==> config.mk <==
export PLATFORM = sky130hd
export DESIGN_NAME = controlador_de_divisao
export DESIGN_NICKNAME = d
export VERILOG_FILES = /design/src/rtl/divisor_pkg.sv /design/src/rtl/controlador_de_divisao_filtro.sv /design/src/rtl/controlador_de_divisao.sv
export SDC_FILE = /design/constraint.sdc
export NUM_CORES = 1
export LEC_CHECK = 0
export ABC_CLOCK_PERIOD_IN_PS = 4500
export BUFFER_PORTS_ARGS = -buffer_cell sky130_fd_sc_hd__clkbuf_2
export CAP_MARGIN = 20
export CORE_MARGIN = 3
export CORE_UTILIZATION = 30
export CTS_CLUSTER_DIAMETER = 50
export DETAILED_ROUTE_END_ITERATION = 10
export GPL_TIMING_DRIVEN = 0
export PLACE_DENSITY_LB_ADDON = 0.05
export SYNTH_ARGS = -nofsm -noshare
export SYNTH_HDL_FRONTEND = slang
export SYNTH_HIERARCHICAL = 1
export SYNTH_SLANG_ARGS = --single-unit
==> constraint.sdc <==
create_clock -name clk -period 4.5 [get_ports clk]
set_input_delay 1.125 -clock clk [delete_from_list [all_inputs] [get_ports clk]]
set_output_delay 1.125 -clock clk [all_outputs]
set_load 0.05 [all_outputs]
==> src/rtl/divisor_pkg.sv <==
// Shared mode codes, FSM states and enable helpers
// for the clock-division controller.
package divisor_pkg;

   localparam logic [1:0] MODO_DESL   = 2'b00;
   localparam logic [1:0] MODO_A      = 2'b01;
   localparam logic [1:0] MODO_B      = 2'b10;
   localparam logic [1:0] MODO_RAPIDO = 2'b11;

   typedef enum logic [1:0] {
      OCIOSO   = 2'd0,
      ATIVO    = 2'd1,
      PENDENTE = 2'd2
   } estado_t;

   function automatic logic habilita_rapido(
      input logic [1:0] m
   );
      return m != MODO_DESL;
   endfunction

   function automatic logic habilita_lento(
      input logic [1:0] m
   );
      return (m == MODO_A) || (m == MODO_B);
   endfunction

endpackage

==> src/rtl/controlador_de_divisao_filtro.sv <==
// Two-flop synchroniser plus stability filter;
// aceito strobes once per value that holds ESTAVEL cycles.
module sincronizador_filtro #(
   parameter int WIDTH   = 2,
   parameter int ESTAVEL = 1000
) (
   input  logic             clk,
   input  logic             rst_n,
   input  logic [WIDTH-1:0] entrada,
   output logic [WIDTH-1:0] valor,
   output logic             aceito
);

   localparam int CW = $clog2(ESTAVEL + 1);
   localparam logic [CW-1:0] ALVO = CW'(ESTAVEL);
   localparam logic [CW-1:0] UM   = CW'(1);

   logic [WIDTH-1:0] s1;
   logic [WIDTH-1:0] s2;
   logic [WIDTH-1:0] ultimo;
   logic [CW-1:0]    cont;

   always_ff @(posedge clk) begin
      if (!rst_n) begin
         s1     <= '0;
         s2     <= '0;
         ultimo <= '0;
         cont   <= '0;
         valor  <= '0;
         aceito <= 1'b0;
      end else begin
         s1     <= entrada;
         s2     <= s1;
         aceito <= 1'b0;
         // cont saturates at ALVO so a held value fires only once
         if (s2 != ultimo) begin
            ultimo <= s2;
            cont   <= UM;
            if (UM == ALVO) begin
               aceito <= 1'b1;
               valor  <= s2;
            end
         end else if (cont != ALVO) begin
            cont <= cont + UM;
            if (cont + UM == ALVO) begin
               aceito <= 1'b1;
               valor  <= ultimo;
            end
         end
      end
   end

endmodule

==> src/rtl/controlador_de_divisao.sv <==
// Fast/slow square-wave generator whose mode follows
// filtered switches, switching only on slow boundaries.
module controlador_de_divisao
   import divisor_pkg::*;
#(
   parameter int DIV_RAPIDO = 32,
   parameter int DIV_LENTO  = 16777216,
   parameter int ESTAVEL    = 1000
) (
   input  logic       clk,
   input  logic       rst_n,
   input  logic       ch1,
   input  logic       ch0,
   output logic       saida1,
   output logic       saida2,
   output logic       tick1,
   output logic       tick2,
   output logic [1:0] modo_atual,
   output logic       pendente
);

   localparam int WR = $clog2(DIV_RAPIDO);
   localparam int WL = $clog2(DIV_LENTO);
   localparam logic [WR-1:0] MAX_R  = WR'(DIV_RAPIDO - 1);
   localparam logic [WR-1:0] MEIO_R = WR'(DIV_RAPIDO / 2);
   localparam logic [WL-1:0] MAX_L  = WL'(DIV_LENTO - 1);
   localparam logic [WL-1:0] MEIO_L = WL'(DIV_LENTO / 2);

   logic [1:0]    valor;
   logic          aceito;
   estado_t       estado, estado_n;
   logic [1:0]    modo_n, pend, pend_n, alvo;
   logic          pendente_n, fim_l;
   logic [WR-1:0] cnt_r, cnt_r_n;
   logic [WL-1:0] cnt_l, cnt_l_n;
   logic          saida1_n, saida2_n;
   logic          tick1_n, tick2_n;

   sincronizador_filtro #(
      .WIDTH   (2),
      .ESTAVEL (ESTAVEL)
   ) u_filtro (
      .clk     (clk),
      .rst_n   (rst_n),
      .entrada ({ch1, ch0}),
      .valor   (valor),
      .aceito  (aceito)
   );

   always_comb begin
      estado_n   = estado;
      modo_n     = modo_atual;
      pend_n     = pend;
      pendente_n = pendente;
      alvo       = aceito ? valor : pend;
      fim_l      = (cnt_l == MAX_L);
      unique case (estado)
         OCIOSO: begin
            if (aceito && valor != MODO_DESL) begin
               modo_n   = valor;
               estado_n = ATIVO;
            end
         end
         ATIVO: begin
            if (aceito && valor != modo_atual) begin
               pend_n     = valor;
               pendente_n = 1'b1;
               estado_n   = PENDENTE;
            end
         end
         PENDENTE: begin
            // a fresh acceptance on the boundary wins
            if (fim_l) begin
               modo_n     = alvo;
               pendente_n = 1'b0;
               estado_n   = (alvo == MODO_DESL) ?
                            OCIOSO : ATIVO;
            end else if (aceito && valor == modo_atual) begin
               pendente_n = 1'b0;
               estado_n   = ATIVO;
            end else if (aceito) begin
               pend_n = valor;
            end
         end
         default: begin
            estado_n   = OCIOSO;
            modo_n     = MODO_DESL;
            pendente_n = 1'b0;
         end
      endcase

      // counters restart from 0 on activation; held while off
      if (modo_n == MODO_DESL || modo_atual == MODO_DESL) begin
         cnt_r_n = '0;
         cnt_l_n = '0;
      end else begin
         cnt_r_n = (cnt_r == MAX_R) ? '0 : cnt_r + WR'(1);
         cnt_l_n = (cnt_l == MAX_L) ? '0 : cnt_l + WL'(1);
      end

      saida1_n = habilita_rapido(modo_n) && (cnt_r_n >= MEIO_R);
      tick1_n  = habilita_rapido(modo_n) && (cnt_r_n == MAX_R);
      saida2_n = habilita_lento(modo_n) && (cnt_l_n >= MEIO_L);
      tick2_n  = habilita_lento(modo_n) && (cnt_l_n == MAX_L);
   end

   always_ff @(posedge clk) begin
      if (!rst_n) begin
         estado     <= OCIOSO;
         modo_atual <= MODO_DESL;
         pend       <= MODO_DESL;
         pendente   <= 1'b0;
         cnt_r      <= '0;
         cnt_l      <= '0;
         saida1     <= 1'b0;
         saida2     <= 1'b0;
         tick1      <= 1'b0;
         tick2      <= 1'b0;
      end else begin
         estado     <= estado_n;
         modo_atual <= modo_n;
         pend       <= pend_n;
         pendente   <= pendente_n;
         cnt_r      <= cnt_r_n;
         cnt_l      <= cnt_l_n;
         saida1     <= saida1_n;
         saida2     <= saida2_n;
         tick1      <= tick1_n;
         tick2      <= tick2_n;
      end
   end

endmodule

==> Implementation_results.wiki, run 1 <==
{| class="wikitable"
! Metric !! Value
|-
| Post-synthesis adder-cell area fraction || 2.43%
|-
| Critical Path Start Type || flip-flop
|-
| Most common cell type on the critical path || sky130_fd_sc_hd__ha_1
|-
| Crit path cell chain || ha_1 -> nand4_1 -> nor4_2 -> buf_2 -> and3_1 -> mux2i_1 -> o22a_1 -> ha_1 -> o21bai_1 -> nor4_1 -> o21ai_0 -> a2111o_1 -> a2111oi_2
|-
| Total number of clock tree sinks || 59
|-
| Fraction of layout cells with a size suffix above 1 || 12.5%
|-
| Reported leakage power || 1.18 nW
|-
| Seq/Total Area, Yosys || 38.3%
|-
| Flop and latch count out of synthesis || 59
|-
| Die Y-Extent || 107 microns
|-
| Library cell used as clock root buffer || sky130_fd_sc_hd__clkbuf_8
|-
| Standard cell core area || 9860 sq um
|-
| Number of levels the H-tree was split into || 3
|-
| Worst hold stages || 1
|-
| Total Wirelength || 7060 microns
|-
| Number of vias per cell after detailed routing || 4.80
|-
| Switching portion of total power || 23.0%
|-
| Placed cell area || 3310 sq um
|-
| Post-route total power || 1.04 mW
|-
| CTS hold repair buffers || 0
|-
| Pin slew with the least headroom to its limit || 0.600 ns
|-
| Endpoint kind of the worst setup timing path || flip-flop
|-
| Wire length of the first global-routing pass || 12100 microns
|-
| Area growth from synthesis to layout || 13.7%
|-
| Number of maximum-capacitance constraint violations || 0
|-
| Setup repair after global routing missed its margin || false
|-
| Cell row count || 36
|-
| CTS tree || yes
|-
| RePlAce Congestion || 0.753
|-
| Maximum VDD drop || 0.110 mV
|-
| Vias || 2518
|-
| Worst Slack Setup Final || 0.475 ns
|-
| Number of global-route vias before repair || 2445
|-
| DIE AREA || 11500 sq um
|-
| Worst Setup Slack post-DPL || 0.403 ns
|-
| Antenna Violating Nets Remaining || 0
|-
| DRC errors left || 0
|-
| Worst slew margin relative to its limit || 60.0%
|-
| Count of flip-flops with a built-in enable after synthesis || 0
|-
| Max frequency || 248 MHz
|-
| Post-synthesis compound-gate area fraction || 12.0%
|-
| Dominant combinational cell family by area after synthesis || simple AND/OR/NAND/NOR gates
|-
| Number of port buffers || 10
|-
| Worst skew pair latency || 0.34 ns
|-
| Relative contribution of combinational cells to total power || 1.7%
|-
| Power per Cell Area || 297 nW/um^2
|-
| Most common flop cell mapped by yosys || sky130_fd_sc_hd__dfxtp_1
|-
| Maximum buffer depth of the clock tree || 2
|-
| Share of async-settable or async-resettable flops after synthesis || 0%
|-
| Die width || 107 microns
|-
| Mapped Area || 3090 sq um
|-
| Yosys warnings || 6
|-
| Mux contribution to synthesized area || 3.00%
|-
| Longest individual stage delay on the worst path || 0.49 ns
|-
| Clock-pin slew on the worst setup and hold paths || 0.07 ns
|-
| Synth Area per Inst || 8.45 sq um
|-
| Cell type contributing the most total cell area after synthesis || sky130_fd_sc_hd__dfxtp_1
|-
| Number of design-rule violations left by the first detailed-router iteration || 89
|-
| Number of library cell types mapped by synthesis || 55
|-
| Net count of the mapped netlist || 375
|-
| Arrival time reported for the critical path endpoint || 4.24 ns
|-
| Total global-route track usage || 13.3%
|-
| Period minus WS final || 4.03 ns
|-
| Final Instance Area || 3510 sq um
|-
| Final hold violation count || 0
|-
| WL/cell || 13.4 microns
|-
| Synth cell count leaders || sky130_fd_sc_hd__dfxtp_1 (59), sky130_fd_sc_hd__nor2_1 (49), sky130_fd_sc_hd__nand2_1 (30)
|-
| Standard cell with the maximum stage delay on the critical path || sky130_fd_sc_hd__dfxtp_1
|-
| Number of standard cells after synthesis || 365
|-
| Number of nets in the layout || 397
|-
| Area share of the largest cell type after synthesis || 38.3%
|-
| Hold Worst Slack || 0.435 ns
|-
| Total inserted antenna cells || 0
|-
| Largest net degree at the start of global routing || 12
|-
| Length of the first detailed-routing pass in iterations || 4
|-
| Data required time at the worst endpoint || 4.72 ns
|-
| Net switching power || 239 uW
|-
| Effective utilization at floorplan || 31.3%
|-
| Estimated wirelength of the detail-placed design || 5050 microns
|-
| Pint || 802 uW
|-
| Kind of critical path || reg -> reg
|-
| Final max-slew violation count || 0
|-
| Biggest area contributors in the synthesized netlist || sky130_fd_sc_hd__dfxtp_1 (38%), sky130_fd_sc_hd__nor2_1 (6.0%), sky130_fd_sc_hd__xor2_1 (5.7%), sky130_fd_sc_hd__xnor2_1 (4.5%), sky130_fd_sc_hd__nand2_1 (3.6%)
|-
| Initial antenna violation count || 0
|-
| Most instantiated library cell after synthesis || sky130_fd_sc_hd__dfxtp_1
|-
| Highest net fanout along the worst path || 8
|-
| Final setup skew || 0.00895 ns
|-
| Boundary Pins || 11
|-
| Synthesized-area fraction occupied by xor and xnor cells || 10.2%
|-
| Proportion of power drawn by the clock network || 47.4%
|-
| Sequential share of power || 50.9%
|-
| Final count of negative-setup-slack endpoints || 0
|-
| Status || finished, final reports clean
|-
| TritonCTS buffer count || 9
|-
| Cell depth of the worst flop-to-flop path || 13
|-
| Utilization of the core after routing || 35.6%
|-
| Path class of the lowest-slack min-delay path || reg -> reg
|-
| Part of the cycle the worst path needs || 89.4%
|-
| Post-synthesis share of cell area spent on and, or, nand and nor gates || 30.8%
|-
| Sum of overflow across all layers after global routing || 0
|}
[registers in the layout, indices dropped and copies added, names as in the netlist, 2 cells and up]
register,cells
estado,2
cnt_l,24
modo_atual,2
u_filtro/ultimo,2
u_filtro/valor,2
u_filtro/s1,2
u_filtro/cont,10
pend,2
cnt_r,5
u_filtro/s2,2
[placed cells by master (no fill, tap or decap), types with 3 or more instances in the layout]
master                     instances
sky130_fd_sc_hd__nor2_1           49
sky130_fd_sc_hd__clkbuf_1          9
sky130_fd_sc_hd__or3_1             3
sky130_fd_sc_hd__or2_2             3
sky130_fd_sc_hd__nand2_1          30
sky130_fd_sc_hd__a21boi_0          3
sky130_fd_sc_hd__o21a_1            4
sky130_fd_sc_hd__xor2_1           20
sky130_fd_sc_hd__xnor2_1          16
sky130_fd_sc_hd__clkbuf_8         10
sky130_fd_sc_hd__clkinv_2          3
sky130_fd_sc_hd__and3_1            7
sky130_fd_sc_hd__nand3_1          19
sky130_fd_sc_hd__ha_1              6
sky130_fd_sc_hd__a31oi_1           3
sky130_fd_sc_hd__nor4_1            6
sky130_fd_sc_hd__clkbuf_2         11
sky130_fd_sc_hd__and2_1           11
sky130_fd_sc_hd__nand2b_1          5
sky130_fd_sc_hd__o31ai_1           3
sky130_fd_sc_hd__o21ai_0           6
sky130_fd_sc_hd__mux2i_1           7
sky130_fd_sc_hd__nor3_1           12
sky130_fd_sc_hd__buf_2             5
sky130_fd_sc_hd__inv_1            12
sky130_fd_sc_hd__nand3b_1          5
sky130_fd_sc_hd__a21oi_1          11
sky130_fd_sc_hd__and4_1            3
sky130_fd_sc_hd__dfxtp_1          59
sky130_fd_sc_hd__nand4_1          11
[metal layers]
layer / up-vias / share of wire, % / global-route usage, %
li1: 1331 / - / -
met1: 1151 / 53 / 19.0
met2: 32 / 43 / 19.3
met3: 4 / 3.4 / 3.78
met4: 0 / 0.72 / 4.15
met5: - / 0 / 0
[worst paths after layout]
kind | start | endpoint | slack [ns]
setup reg to reg | cnt_l[1] | tick2 | 0.47
hold reg to reg | u_filtro/s1[0] | u_filtro/s2[0] | 0.44
setup / recovery | cnt_l[1] | tick2 | 0.47
hold / removal | u_filtro/s1[0] | u_filtro/s2[0] | 0.44
[power groups by stage]
stage	clock network (mW)	logic [mW]	registers [mW]
after floorplan	0	0.0124	0.541
after global placement	0	0.0187	0.542
after detailed placement	0	0.0186	0.542
after CTS	0.514	0.0187	0.529
after global routing	0.533	0.0216	0.530
final	0.494	0.0181	0.529
[critical path, delay by kind of cell, from the launching register on]
kind            cells  cell delay [ns]
simple gates        4             1.17
mux                 1             0.11
flops               1             0.49
fa+ha+maj           2             0.45
compound gates      5             1.45
buf+inv             1             0.24
[layout make-up]
cell class	instances	area [sq um]
Sequential cell	59	1180
Clock buffer	11	141
Tap cell	133	166
Multi-Input combinational cell	281	1810
Clock inverter	5	52.6
Timing Repair Buffer	11	55.1
Inverter	12	45.0
Buffer	13	55.1
Fill cell	1045	6360
[what timing repair did]
action,in CTS,in global routing
endpoints found under the setup margin,0,1
gates resized for setup,0,1
buffers inserted,0,0
[kinds of logic (layout without fill, tap and decap cells)]
family / count (synthesis) / in the layout
buffers and inverters: 25 / 52
XOR/XNOR: 36 / 36
multiplexers: 9 / 9
AND/OR/NAND/NOR: 179 / 179
AO/OA/AOI/OAI: 51 / 51
adder cells (fa/ha/maj): 6 / 6
flip-flops: 59 / 59
[metrics by stage]
step	std cells	setup TNS, ns
after floorplan	365	0
after global placement	508	-0.0832
after detailed placement	509	0
after CTS	525	0
after global routing	525	0
final	525	0
Note: power is estimated with default switching activity, not from simulation.
==> inputs of run 2 (changes only) <==
--- a/config.mk
+++ b/config.mk
@@ -16,5 +16,4 @@
 export PLACE_DENSITY_LB_ADDON = 0.05
 export SYNTH_ARGS = -nofsm -noshare
 export SYNTH_HDL_FRONTEND = slang
-export SYNTH_HIERARCHICAL = 1
 export SYNTH_SLANG_ARGS = --single-unit
==> Implementation_results.wiki, run 2 <==
{| class="wikitable"
! Metric !! Value
|-
| Status || finished, final reports clean
|-
| Standard cell core area || 9460 sq um (-4.1%)
|-
| Register-to-register setup slack || 1.08 ns (+0.61 ns)
|-
| Post-CTS setup-driven buffer insertion count || 0 (unchanged)
|-
| Commonest cells after routing, fill and taps aside || sky130_fd_sc_hd__dfxtp_1 (59), sky130_fd_sc_hd__nor2_1 (51), sky130_fd_sc_hd__nand2_1 (34)
|-
| Clock-pin slew on the worst setup and hold paths || 0.07 ns (about the same)
|-
| CTS hold repair buffers || 0 (unchanged)
|-
| Data required time at the worst endpoint || 4.75 ns (+0.03 ns)
|-
| Number of vias per cell after detailed routing || 4.57 (-4.6%)
|-
| DIE AREA || 11200 sq um (-3.3%)
|-
| Crit path cell chain || ha_1 -> buf_4 -> nand4_4 -> nor4_1 -> and3_1 -> buf_2 -> mux2i_1 -> o22a_1 -> ha_1 -> nor2_1 -> nand2_1 -> or4_4 -> nor4_2
|-
| Cell type contributing the most total cell area after synthesis || sky130_fd_sc_hd__dfxtp_1
|-
| Cell class contributing the biggest share of worst-path delay || simple AND/OR/NAND/NOR gates
|-
| Number of nets in the layout || 367 (-7.6%)
|-
| Worst skew pair latency || 0.34 ns (about the same)
|-
| Final count of negative-setup-slack endpoints || 0 (unchanged)
|-
| Area share of the largest cell type after synthesis || 39.7% (+1.4 points)
|-
| Worst hold stages || 1 (unchanged)
|-
| Endpoint kind of the worst setup timing path || flip-flop
|-
| Biggest area contributors in the synthesized netlist || sky130_fd_sc_hd__dfxtp_1 (40%), sky130_fd_sc_hd__nor2_1 (6.4%), sky130_fd_sc_hd__xor2_1 (6.2%), sky130_fd_sc_hd__xnor2_1 (5.0%), sky130_fd_sc_hd__nand2_1 (4.3%)
|-
| Register with the most flip-flops || cnt_l
|-
| Most common flop cell mapped by yosys || sky130_fd_sc_hd__dfxtp_1
|-
| RePlAce Congestion || 0.745 (-1.1%)
|-
| Highest net fanout along the worst path || 9 (+1)
|-
| Maximum VDD drop || 0.122 mV (+11%)
|-
| Estimated wirelength of the detail-placed design || 4410 microns (-13%)
|-
| Net count of the mapped netlist || 347 (-7.5%)
|-
| Reported leakage power || 1.20 nW (+1.2%)
|-
| Final setup skew || 0.00960 ns (+0.000641 ns)
|-
| Fill cells || 1011 (-3.3%)
|-
| Placed cells || 475 (-6.7%)
|-
| Number of library cell types mapped by synthesis || 53 (-3.6%)
|-
| Setup repair after global routing missed its margin || false
|-
| Sum of overflow across all layers after global routing || 0 (unchanged)
|-
| Effective utilization at floorplan || 31.5% (+0.19 points)
|-
| Share of async-settable or async-resettable flops after synthesis || 0% (unchanged)
|-
| Flop and latch count out of synthesis || 59 (unchanged)
|-
| Vias || 2246 (-11%)
|-
| TritonCTS buffer count || 9 (unchanged)
|-
| Worst Setup Slack post-DPL || 0.955 ns (+0.551 ns)
|-
| Die Y-Extent || 106 microns (-1.7%)
|-
| Max frequency || 293 MHz (+18%)
|-
| Critical Path Start Type || flip-flop
|-
| Mapped Area || 2980 sq um (-3.5%)
|-
| Boundary Pins || 11 (unchanged)
|-
| Total inserted antenna cells || 0 (unchanged)
|-
| Utilization of the core after routing || 36.1% (+0.51 points)
|-
| DRC errors left || 0 (unchanged)
|-
| Count of placed standard cells in the final layout, fillers left out || 491 (-6.5%)
|-
| CTS tree || yes
|-
| Cell depth of the worst flop-to-flop path || 13 (unchanged)
|-
| Synth cell count leaders || sky130_fd_sc_hd__dfxtp_1 (59), sky130_fd_sc_hd__nor2_1 (51), sky130_fd_sc_hd__nand2_1 (34)
|-
| Longest individual stage delay on the worst path || 0.61 ns (+0.12 ns)
|-
| Standard cell with the maximum stage delay on the critical path || sky130_fd_sc_hd__or4_4
|-
| Final Instance Area || 3410 sq um (-2.7%)
|-
| Length of the first detailed-routing pass in iterations || 5 (+1)
|-
| Multi-input gate area in the final layout || 1580 sq um (-13%)
|-
| Power per Cell Area || 324 nW/um^2 (+9.0%)
|-
| Fraction of layout cells with a size suffix above 1 || 13.0% (+0.48 points)
|-
| Final hold violation count || 0 (unchanged)
|-
| Count of instances resized after the clock tree is built || 0 (unchanged)
|-
| Number of global-route vias before repair || 2217 (-9.3%)
|-
| Final max-slew violation count || 0 (unchanged)
|-
| RR Startpoint || cnt_l[0]
|-
| WL/cell || 12.4 microns (-7.7%)
|-
| Endpoint, Worst Hold || u_filtro.s2[0]
|-
| Largest net degree at the start of global routing || 11 (-1)
|-
| Die width || 106 microns (-1.7%)
|-
| Number of levels the H-tree was split into || 3 (unchanged)
|-
| Pin slew with the least headroom to its limit || 0.677 ns (+0.0766 ns)
|-
| Antenna Violating Nets Remaining || 0 (unchanged)
|-
| Number of port buffers || 9 (-1)
|-
| Largest register FFs || 24 (unchanged)
|-
| Worst Slack Setup Final || 1.08 ns (+0.608 ns)
|-
| Largest registers || cnt_l: 24 flops, u_filtro.cont: 10 flops, cnt_r: 5 flops
|-
| Initial antenna violation count || 0 (unchanged)
|-
| Placed cell area || 3180 sq um (-3.7%)
|-
| Number of maximum-capacitance constraint violations || 0 (unchanged)
|-
| Count of flip-flops with a built-in enable after synthesis || 0 (unchanged)
|-
| Period minus WS final || 3.42 ns (-0.608 ns)
|-
| Library cell used as clock root buffer || sky130_fd_sc_hd__clkbuf_8
|-
| Worst Path Buf+Inv || 2 (+1)
|-
| Most instantiated library cell after synthesis || sky130_fd_sc_hd__dfxtp_1
|-
| Kind of critical path || reg -> reg
|-
| Arrival time reported for the critical path endpoint || 3.67 ns (-0.57 ns)
|-
| Final total negative setup slack || 0 ns (unchanged)
|-
| Storage element area || 1180 sq um (unchanged)
|-
| Hold Worst Slack || 0.434 ns (-0.00156 ns)
|-
| Most common cell type on the critical path || sky130_fd_sc_hd__ha_1
|-
| Path class of the lowest-slack min-delay path || reg -> reg
|-
| Total number of clock tree sinks || 59 (unchanged)
|-
| Number of design-rule violations left by the first detailed-router iteration || 59 (-34%)
|-
| Most common cell after layout, fill and taps aside || sky130_fd_sc_hd__dfxtp_1
|-
| Seq/Total Area, Yosys || 39.7% (+1.4 points)
|-
| Worst slew margin relative to its limit || 54.5% (-5.5 points)
|-
| Number of standard cells after synthesis || 337 (-7.7%)
|-
| Yosys warnings || 0 (-6)
|-
| Post-route total power || 1.10 mW (+6.0%)
|-
| Synth Area per Inst || 8.83 sq um (+4.5%)
|-
| Hold Startpoint || u_filtro.s1[0]
|-
| Part of the cycle the worst path needs || 75.9% (-14 points)
|-
| Critical register-to-register path endpoint || tick2
|-
| Wire length of the first global-routing pass || 10700 microns (-11%)
|-
| Cell row count || 35 (-2.8%)
|-
| Area growth from synthesis to layout || 14.6%
|-
| Total Wirelength || 6100 microns (-14%)
|-
| Maximum buffer depth of the clock tree || 2 (unchanged)
|-
| Total global-route track usage || 12.2% (-1.1 points)
|}
## run 2: cell types whose count changed after synthesis, sizes merged, moves of 3 or more
| cell | previous run | this run |
|---|---|---|
| o21a | 4 | 1 |
| nand3b | 5 | 0 |
| nand2 | 30 | 34 |
| and2 | 12 | 9 |
| o31ai | 3 | 0 |
| nand2b | 5 | 1 |
| mux2i | 7 | 4 |
| a21oi | 11 | 8 |
| and4 | 4 | 0 |
| bufbuf | 0 | 3 |
## run 2: cells by family after synthesis
kind of cell / count (synthesis) / synth area share [%]
buf+inv: 29 / 7.27
mux: 6 / 2.10
simple gates: 165 / 29.6
xor+xnor: 38 / 11.2
compound gates: 34 / 7.61
flops: 59 / 39.7
fa+ha+maj: 6 / 2.52
## run 2: area by class of cell
class	instances	share of cell area (%)
Inverter	11	1.21
Buffer	18	5.14
Multi-Input combinational cell	249	46.3
Tap cell	129	4.73
Clock buffer	12	4.55
Clock inverter	4	2.13
Timing Repair Buffer	9	1.32
Sequential cell	59	34.6
## run 2: how the worst max path moves through the flow
| stage | slack, ns | to | start | cells past startpoint |
|---|---|---|---|---|
| after floorplan | 1.63 | tick2 | cnt_l[0] | 13 |
| after global placement | 0.92 | tick2 | cnt_l[0] | 13 |
| after detailed placement | 0.95 | tick2 | cnt_l[0] | 13 |
| after CTS | 0.92 | tick2 | cnt_l[0] | 13 |
| after global routing | 0.69 | tick2 | cnt_l[0] | 13 |
| final | 1.08 | tick2 | cnt_l[0] | 13 |
## run 2: metal layers
layer	vias up	GRT usage [%]	routed length, microns
met5	-	0	0
met4	0	3.61	99
met3	8	5.14	199
met2	23	18.7	2700
met1	1029	15.6	3100
li1	1186	-	-
## run 2: where the power goes
part / internal [mW] / total [mW] / switching (mW)
sequential: 0.526 / 0.529 / 0.00314
clock: 0.341 / 0.556 / 0.215
combinational: 0.00678 / 0.0178 / 0.0110
total: 0.874 / 1.10 / 0.229
